File: config.mk
export PLATFORM = sky130hd
export DESIGN_NAME = des_nic_input_block
export DESIGN_NICKNAME = d
export VERILOG_FILES = /design/src/rtl/des_nic_input_block.sv
export SDC_FILE = /design/constraint.sdc
export NUM_CORES = 1
export LEC_CHECK = 0
export BUFFER_PORTS_ARGS = -buffer_cell sky130_fd_sc_hd__buf_2
export CAP_MARGIN = 15
export CORE_MARGIN = 2
export CORE_UTILIZATION = 37
export DETAILED_ROUTE_END_ITERATION = 6
export HOLD_SLACK_MARGIN = 0.05
export SYNTH_ARGS = -nofsm -noshare
export SYNTH_HDL_FRONTEND = slang
export SYNTH_SLANG_ARGS = --single-unit
File: constraint.sdc
create_clock -name clk -period 1.9 [get_ports clk]
set_clock_uncertainty 0.1 [all_clocks]
set_input_delay 0.19 -clock clk [delete_from_list [all_inputs] [get_ports clk]]
set_output_delay 0.19 -clock clk [all_outputs]
set_load 0.01 [all_outputs]
File: src/rtl/des_nic_input_block.sv
// -----------------------------------------------------------------------------
// des_nic_input_block
//   Input stage of the DES network interface. Assembles 5-flit request packets
//   (header, pt_low, pt_high, key_low, key_high) from the router, launches the
//   DES processing element when the output side has credits, presents the
//   hop-shifted header to the output stage and returns flit credits upstream.
//
// Ports
//   clk                 : clock, rising edge
//   reset               : asynchronous active-low reset
//   input_channel_din   : flit from router (all-zero when idle)
//   credit_out_dout     : one pulse per returned flit credit
//   zero_credits_din    : output stage has no downstream credits
//   done_strobe_din     : PE finished (one-cycle pulse)
//   start_strobe_dout   : PE launch pulse (one cycle)
//   plaintext_dout      : {pt_high, pt_low}, valid in the start cycle only
//   key_dout            : {key_high, key_low}, valid in the start cycle only
//   shifted_header_dout : header with routing bits consumed, for output stage
// -----------------------------------------------------------------------------
module des_nic_input_block #(
  parameter int unsigned CHANNEL_WIDTH = 32,
  parameter int unsigned HOP_BITS      = 4,
  parameter int unsigned PACKET_FLITS  = 5
) (
  input  logic                         clk,
  input  logic                         reset,
  input  logic [CHANNEL_WIDTH-1:0]     input_channel_din,
  output logic                         credit_out_dout,
  input  logic                         zero_credits_din,
  input  logic                         done_strobe_din,
  output logic                         start_strobe_dout,
  output logic [2*CHANNEL_WIDTH-1:0]   plaintext_dout,
  output logic [2*CHANNEL_WIDTH-1:0]   key_dout,
  output logic [CHANNEL_WIDTH-1:0]     shifted_header_dout
);

  localparam int unsigned CW    = CHANNEL_WIDTH;
  localparam int unsigned CNT_W = $clog2(PACKET_FLITS + 1);

  // Buffer slot assignment within a packet
  localparam int unsigned SLOT_HDR    = 0;
  localparam int unsigned SLOT_PT_LO  = 1;
  localparam int unsigned SLOT_PT_HI  = 2;
  localparam int unsigned SLOT_KEY_LO = 3;
  localparam int unsigned SLOT_KEY_HI = 4;

  typedef enum logic [1:0] {
    RX_EMPTY = 2'd0,
    RX_RECV  = 2'd1,
    RX_FULL  = 2'd2
  } rx_state_e;

  typedef enum logic [1:0] {
    ISS_IDLE  = 2'd0,
    ISS_BUSY  = 2'd1,
    ISS_DRAIN = 2'd2
  } issue_state_e;

  rx_state_e        rx_q, rx_d;
  issue_state_e     issue_q, issue_d;
  logic [CNT_W-1:0] flit_cnt_q, flit_cnt_d;
  logic [CNT_W-1:0] credit_cnt_q, credit_cnt_d;
  logic [CNT_W-1:0] drain_cnt_q, drain_cnt_d;
  logic [CW-1:0]    buf_q [PACKET_FLITS];
  logic [CW-1:0]    buf_d [PACKET_FLITS];
  logic [CW-1:0]    shdr_q, shdr_d;
  logic             start_c;
  logic             is_header_c;
  logic             unused_hdr_bits;

  // Routing bits shifted out of the header are intentionally dropped
  assign unused_hdr_bits = ^buf_q[SLOT_HDR][CW-1:CW-1-HOP_BITS];

  assign is_header_c = input_channel_din[CW-1];

  // Launch when a full packet is waiting, the PE is free and output has credits
  assign start_c = (rx_q == RX_FULL) && (issue_q == ISS_IDLE) && !zero_credits_din;

  // Next-state logic for receive FSM, issue FSM and credit return
  always_comb begin
    rx_d         = rx_q;
    issue_d      = issue_q;
    flit_cnt_d   = flit_cnt_q;
    credit_cnt_d = credit_cnt_q;
    drain_cnt_d  = drain_cnt_q;
    buf_d        = buf_q;
    shdr_d       = shdr_q;

    // Receive side
    case (rx_q)
      RX_EMPTY: begin
        if (is_header_c) begin
          buf_d[SLOT_HDR] = input_channel_din;
          flit_cnt_d      = CNT_W'(1);
          rx_d            = RX_RECV;
        end
      end
      RX_RECV: begin
        for (int i = 1; i < int'(PACKET_FLITS); i++) begin
          if (flit_cnt_q == CNT_W'(i)) begin
            buf_d[i] = input_channel_din;
          end
        end
        flit_cnt_d = flit_cnt_q + CNT_W'(1);
        if (flit_cnt_q == CNT_W'(PACKET_FLITS - 1)) begin
          rx_d = RX_FULL;
        end
      end
      RX_FULL: begin
        // Buffer frees in the start cycle; a header arriving alongside is kept
        if (start_c) begin
          rx_d       = RX_EMPTY;
          flit_cnt_d = '0;
          if (is_header_c) begin
            buf_d[SLOT_HDR] = input_channel_din;
            flit_cnt_d      = CNT_W'(1);
            rx_d            = RX_RECV;
          end
        end
      end
      default: begin
        rx_d       = RX_EMPTY;
        flit_cnt_d = '0;
      end
    endcase

    // Credit return: one pulse per cycle while the counter is nonzero
    if (credit_cnt_q != '0) begin
      credit_cnt_d = credit_cnt_q - CNT_W'(1);
    end

    // Issue side
    case (issue_q)
      ISS_IDLE: begin
        if (start_c) begin
          issue_d      = ISS_BUSY;
          credit_cnt_d = CNT_W'(PACKET_FLITS);
          shdr_d       = {1'b1, buf_q[SLOT_HDR][CW-2-HOP_BITS:0], {HOP_BITS{1'b0}}};
        end
      end
      ISS_BUSY: begin
        // The done cycle counts as the first drain cycle, so the next start
        // can land PACKET_FLITS cycles after done
        if (done_strobe_din) begin
          issue_d     = ISS_DRAIN;
          drain_cnt_d = CNT_W'(PACKET_FLITS - 1);
        end
      end
      ISS_DRAIN: begin
        if (drain_cnt_q <= CNT_W'(1)) begin
          drain_cnt_d = '0;
          issue_d     = ISS_IDLE;
        end else begin
          drain_cnt_d = drain_cnt_q - CNT_W'(1);
        end
      end
      default: begin
        issue_d     = ISS_IDLE;
        drain_cnt_d = '0;
      end
    endcase
  end

  // State registers
  always_ff @(posedge clk or negedge reset) begin
    if (!reset) begin
      rx_q         <= RX_EMPTY;
      issue_q      <= ISS_IDLE;
      flit_cnt_q   <= '0;
      credit_cnt_q <= '0;
      drain_cnt_q  <= '0;
      buf_q        <= '{default: '0};
      shdr_q       <= '0;
    end else begin
      rx_q         <= rx_d;
      issue_q      <= issue_d;
      flit_cnt_q   <= flit_cnt_d;
      credit_cnt_q <= credit_cnt_d;
      drain_cnt_q  <= drain_cnt_d;
      buf_q        <= buf_d;
      shdr_q       <= shdr_d;
    end
  end

  // Outputs: operands are only driven during the launch cycle
  assign start_strobe_dout   = start_c;
  assign credit_out_dout     = (credit_cnt_q != '0);
  assign shifted_header_dout = shdr_q;
  assign plaintext_dout      = start_c ? {buf_q[SLOT_PT_HI], buf_q[SLOT_PT_LO]}
                                       : '0;
  assign key_dout            = start_c ? {buf_q[SLOT_KEY_HI], buf_q[SLOT_KEY_LO]}
                                       : '0;

endmodule

* Yosys cells after proc, flatten, opt, wreduce, memory -nomap -nowiden
Index checks and enable logic that the tools add are counted.
** Operators by class
- Add/sub/neg operators :: 3
- Multiply operators :: 0
- Divide/modulo/power cells :: 0
- Magnitude comparators :: 1
- Equal/unequal tests :: 14
- Shifts and indexed selects :: 0
- Muxes and demuxes :: 24
- Bitwise operators :: 1
- Reductions and logical operators :: 17
** Operators by type and width (number)
- 2-to-1 mux 64 bit :: 2
- 2-to-1 mux 32 bit :: 2
- case mux 32 bit (2 select lines) :: 1
- 2-to-1 mux 3 bit :: 7
- case mux 3 bit (3 select lines) :: 2
- AND reduction 2 bit :: 8
- 2-to-1 mux 2 bit :: 6
- inequality test 2 bit (second input constant) :: 6
- case mux 2 bit (3 select lines) :: 2
- equality test 3 x 2 -> 1 bit (second input constant) :: 2
- AND reduction 3 bit :: 2
- subtractor 3 x 1 -> 3 bit (second input constant) :: 2
- equality test 2 x 1 -> 1 bit (second input constant) :: 2
- equality test 2 bit (second input constant) :: 2
- logical NOT 2 bit :: 2
- adder 3 x 1 -> 3 bit (second input constant) :: 1
- equality test 3 x 1 -> 1 bit (second input constant) :: 1
- equality test 3 bit (second input constant) :: 1
- <= comparator 3 x 1 -> 1 bit (second input constant) :: 1
- nonzero test 3 bit :: 1
- logical AND 1 bit :: 2
- 2-to-1 mux 1 bit :: 2
- nonzero test 2 bit :: 1
- logical NOT 1 bit :: 1
- NOT 1 bit :: 1
** Word-level totals
- Register bits :: 201
- Latch bits :: 0
- RAM bits :: 0
- Memory bits (read-only) :: 0
- Input bits :: 36
- Output and inout port bits :: 162
- Logic and storage cells :: 71
- Memories :: 0

* Logic depth before layout (Yosys ltp)
- Depth in word-level cells :: 5
- Mapped depth :: 10
- Depth with buffers taken out :: 6

* Worst setup path before layout
Ideal clock, no wire load.
- Kind :: register to register
- From :: register issue_q[1]
- To :: register buf_q[135] (netlist bit)
- Setup time :: 125 ps
- Arrival :: 1726 ps
- Data required time :: 1675 ps
- Setup slack :: -51 ps
- Stages on the path, launching flop included :: 9
- Buffers on the path :: 3
- Period minus slack after synthesis :: 1951 ps
- Cells stage by stage :: dfrtp_1 inv_1 ha_1 buf_4 nand2b_4 buf_6 a21oi_4 buf_12 mux2_4
** Between the ends
- Word-level cells in the longest chain between the ends :: 5
** RTL lines
- from (decl) :: line 60 : issue_state_e issue_q, issue_d;
- from (signal assigned) :: line 176 : issue_q <= issue_d;
- logical NOT 2 bit :: line 77 : assign start_c = (rx_q == RX_FULL) && (issue_q == ISS_IDLE) && !zero_credits_din;
- logical AND 1 bit (2 in a row) :: line 77
- inequality test 2 bit (no source line)
- AND reduction 2 bit (no source line)
- to (signal assigned) :: line 180 : buf_q <= buf_d;
- to (decl) :: line 64 : logic [CW-1:0] buf_q [PACKET_FLITS];
Every way passes these cells.
A chain may end at the register's enable or synchronous reset.

* Worst setup path after layout
- From :: register issue_q[1]
- To :: output plaintext_dout[34]
** Between the ends
- Word-level cells in the longest chain between the ends :: 4
** RTL lines
- logical NOT 2 bit :: line 77
- logical AND 1 bit (2 in a row) :: line 77
- 2-to-1 mux 64 bit :: line 189 : assign plaintext_dout = start_c ? {buf_q[SLOT_PT_HI], buf_q[SLOT_PT_LO]}
- to (decl) :: line 32 : output logic [2*CHANNEL_WIDTH-1:0] plaintext_dout,
Every way passes these cells.

==> flow_summary.json <==
{
  "final_net_count": 945,
  "core-area_sq_um": 24100,
  "yosysUniqueCellTypes": 45,
  "crit_fanout": 6,
  "ant_nets": 0,
  "yosys_warnings": 0,
  "grt_setup_unrepaired": "true",
  "violations": "setup timing",
  "ys_seq_area_share_pct": 54.5,
  "wire_per_inst_um": 18.5,
  "gp_congestion": 0.755,
  "mostFrequentLayoutCell": "dfrtp_1",
  "outcome": "complete, but fails checks",
  "use_met3_pct": 2.99,
  "hold_path.class": "primary input to asynchronous set/reset pin",
  "start_util_pct": 37.4,
  "arrival_ns": 1.94,
  "hold_viol": 0,
  "avgSynthCellArea_sq_um": 14.3,
  "ys_dominant_reg_cell": "dfrtp_1",
  "rrSetupSlack_ns": -0.03,
  "met2_usage_pct": 29.5,
  "portBuffers": 193,
  "grt_max_degree": 55,
  "worstPathCellList": "inv_2 > ha_4 > nand2b_4 > nand2b_4 > clkinv_8 > buf_12 > clkbuf_16 > and2_4 > buf_6",
  "use_met1_pct": 23.7,
  "clkTransAtPathRegs_ns": 0.08,
  "wirelength_mm": 22.8,
  "r2r-end": "shifted_header_dout[18]",
  "num_rows": 57,
  "cpMostUsedCell": "nand2b_4",
  "dp_worst_setup_slack_ns": 0.00857,
  "syn_area_sq_um": 9010,
  "die_w_um": 160,
  "cts.sinks": 196,
  "slew_viol_final": 0,
  "dp_hpwl_mm": 13.4,
  "htreeDepth": 4,
  "synthCells": 630,
  "grt_pass1_wl_mm": 35.2,
  "area_delta_synth_final_pct": 43.5,
  "r2r_start": "issue_q[1]",
  "busiest_layer": "met2",
  "slowest_stage": "dfrtp_1",
  "tritoncts": "built",
  "fp.dieH_um": 160,
  "drt_first_iter_violations": 257,
  "diodes": 0,
  "final_util_pct": 53.6,
  "ios": 198,
  "ys_ff_latch": 196,
  "crit_type": "register to output pin",
  "setup_tns_ns": -35.20,
  "drive_above_1_share_pct": 58.2,
  "cap_viol_max_count": 0,
  "gr-total-overflow": 0,
  "r2r_cells": 10,
  "antenna_found_initial": 0,
  "peakVddDrop_v": 0.000565,
  "critical-path-top-delay-family": "buffers and inverters",
  "final_cell_mix": "dfrtp_1, buf_6, buf_2",
  "routed-via-count": 5822,
  "power_leakage_nw": 6.19,
  "numCtsBuffers": 17,
  "fin_crit_sh_pct": 117,
  "setup_viol": 133,
  "viasPerCell": 4.72,
  "power_density_nw_per_um2": 1320,
  "period_minus_slack_ns": 2.23,
  "grt_pass1_vias": 6084,
  "fin_ws_ns": -0.325,
  "start_kind": "register",
  "synth_edf_count": 0,
  "die-area_sq_um": 25600,
  "drc": 0,
  "clock.fmax_mhz": 449,
  "clock-root-buffer": "clkbuf_16",
  "dp.cells": 1138,
  "drt-pass1-iter-count": 4,
  "max_stage_delay_ns": 0.39,
  "final-instance-count-excl-fill": 1234,
  "crit_buf_inv": 5,
  "synthArstFlopShare_pct": 100,
  "end_kind": "output pin",
  "clock_latency_ns": 0.43,
  "track_usage_pct": 17.7,
  "crit_required_ns": 1.61,
  "clockBufferDepth": 2
}
stage by stage:
step	total power (W)	hold slack (ns)	area [sq um]
3_5_place_dp	0.0128	0.0319	10400
2_1_floorplan	0.0112	-0.206	9020
4_1_cts	0.0170	0.119	12400
3_3_place_gp	0.0126	0.0298	10400
6_report	0.0170	0.127	12900
5_1_grt	0.0180	0.146	12900
final cells by class:
cell class	instances	area, sq um
Fill cell	2054	11200
Clock inverter	13	160
Inverter	13	61.3
Multi-Input combinational cell	382	4070
Tap cell	324	405
Sequential cell	196	4900
Timing Repair Buffer	287	2890
Clock buffer	19	443
flip-flops by register name (all words and copies together) (netlist names):
register / count
buf_q: 155
shifted_header_dout: 28
credit_cnt_q: 3
drain_cnt_q: 3
flit_cnt_q: 3
issue_q: 2
rx_q: 2
worst max-delay path by stage:
stage                from                 end  slack, ns  depth (start not counted)
6_report       issue_q[1]  plaintext_dout[34]      -0.33                          9
5_1_grt        issue_q[1]        key_dout[51]      -0.39                          9
4_1_cts        issue_q[1]  plaintext_dout[28]      -0.34                          9
3_5_place_dp   issue_q[0]          buf_q[133]      0.009                          7
3_3_place_gp   issue_q[0]          buf_q[133]       0.04                          7
2_1_floorplan  issue_q[1]          buf_q[135]      0.004                          8
report_power, final:
part | internal, W | total (W) | switching, W
Clock | 0.00192 | 0.00369 | 0.00177
Combinational | 0.00374 | 0.00600 | 0.00225
Sequential | 0.00620 | 0.00732 | 0.00112
Total | 0.0119 | 0.0170 | 0.00514
repair_timing:
action                                  in CTS  in global routing
setup buffers                               14                  5
hold buffers                                34                  0
cloned                                      10                  5
pin swaps                                   37                 32
gates resized for setup                    151                103
hold endpoints to repair                   353                  0
endpoints found under the setup margin     129                157
cells in the mapped netlist, types with 2 or more instances:
library cell,instances,area (sq um)
o32ai_1,2,17.5
buf_4,14,105
and3_1,3,18.8
buf_6,10,113
dfrtp_1,196,4900
inv_1,12,45.0
buf_2,15,75.1
o22ai_1,3,18.8
and2_1,128,801
mux2_4,80,1200
ha_1,12,150
o21ai_0,3,15.0
nand2b_4,2,27.5
nor2_1,6,22.5
a21oi_1,2,10.0
nand2b_1,5,31.3
buf_12,2,40.0
mux2i_1,2,20.0
mux2_2,50,563
a311oi_1,2,17.5
nand2_1,6,22.5
mux2_1,52,586
kinds of logic after synthesis:
group / after synthesis / synth area share, %
other: 1 / 0.0416
and+or+nand+nor: 157 / 10.9
AOI/OAI and AO/OA: 24 / 2.21
muxes: 184 / 26.3
adders and majority gates: 12 / 1.67
DFF: 196 / 54.5
xor gates and xnor gates: 1 / 0.0973
buffers and inverters: 55 / 4.29
layer usage:
layer | part of all wire [%] | up-vias
met5 | 0 | -
met4 | 1.7 | 0
met3 | 2.8 | 20
met2 | 50 | 124
met1 | 46 | 3015
li1 | - | 2663
No activity file was read; power rests on OpenSTA's default activity.
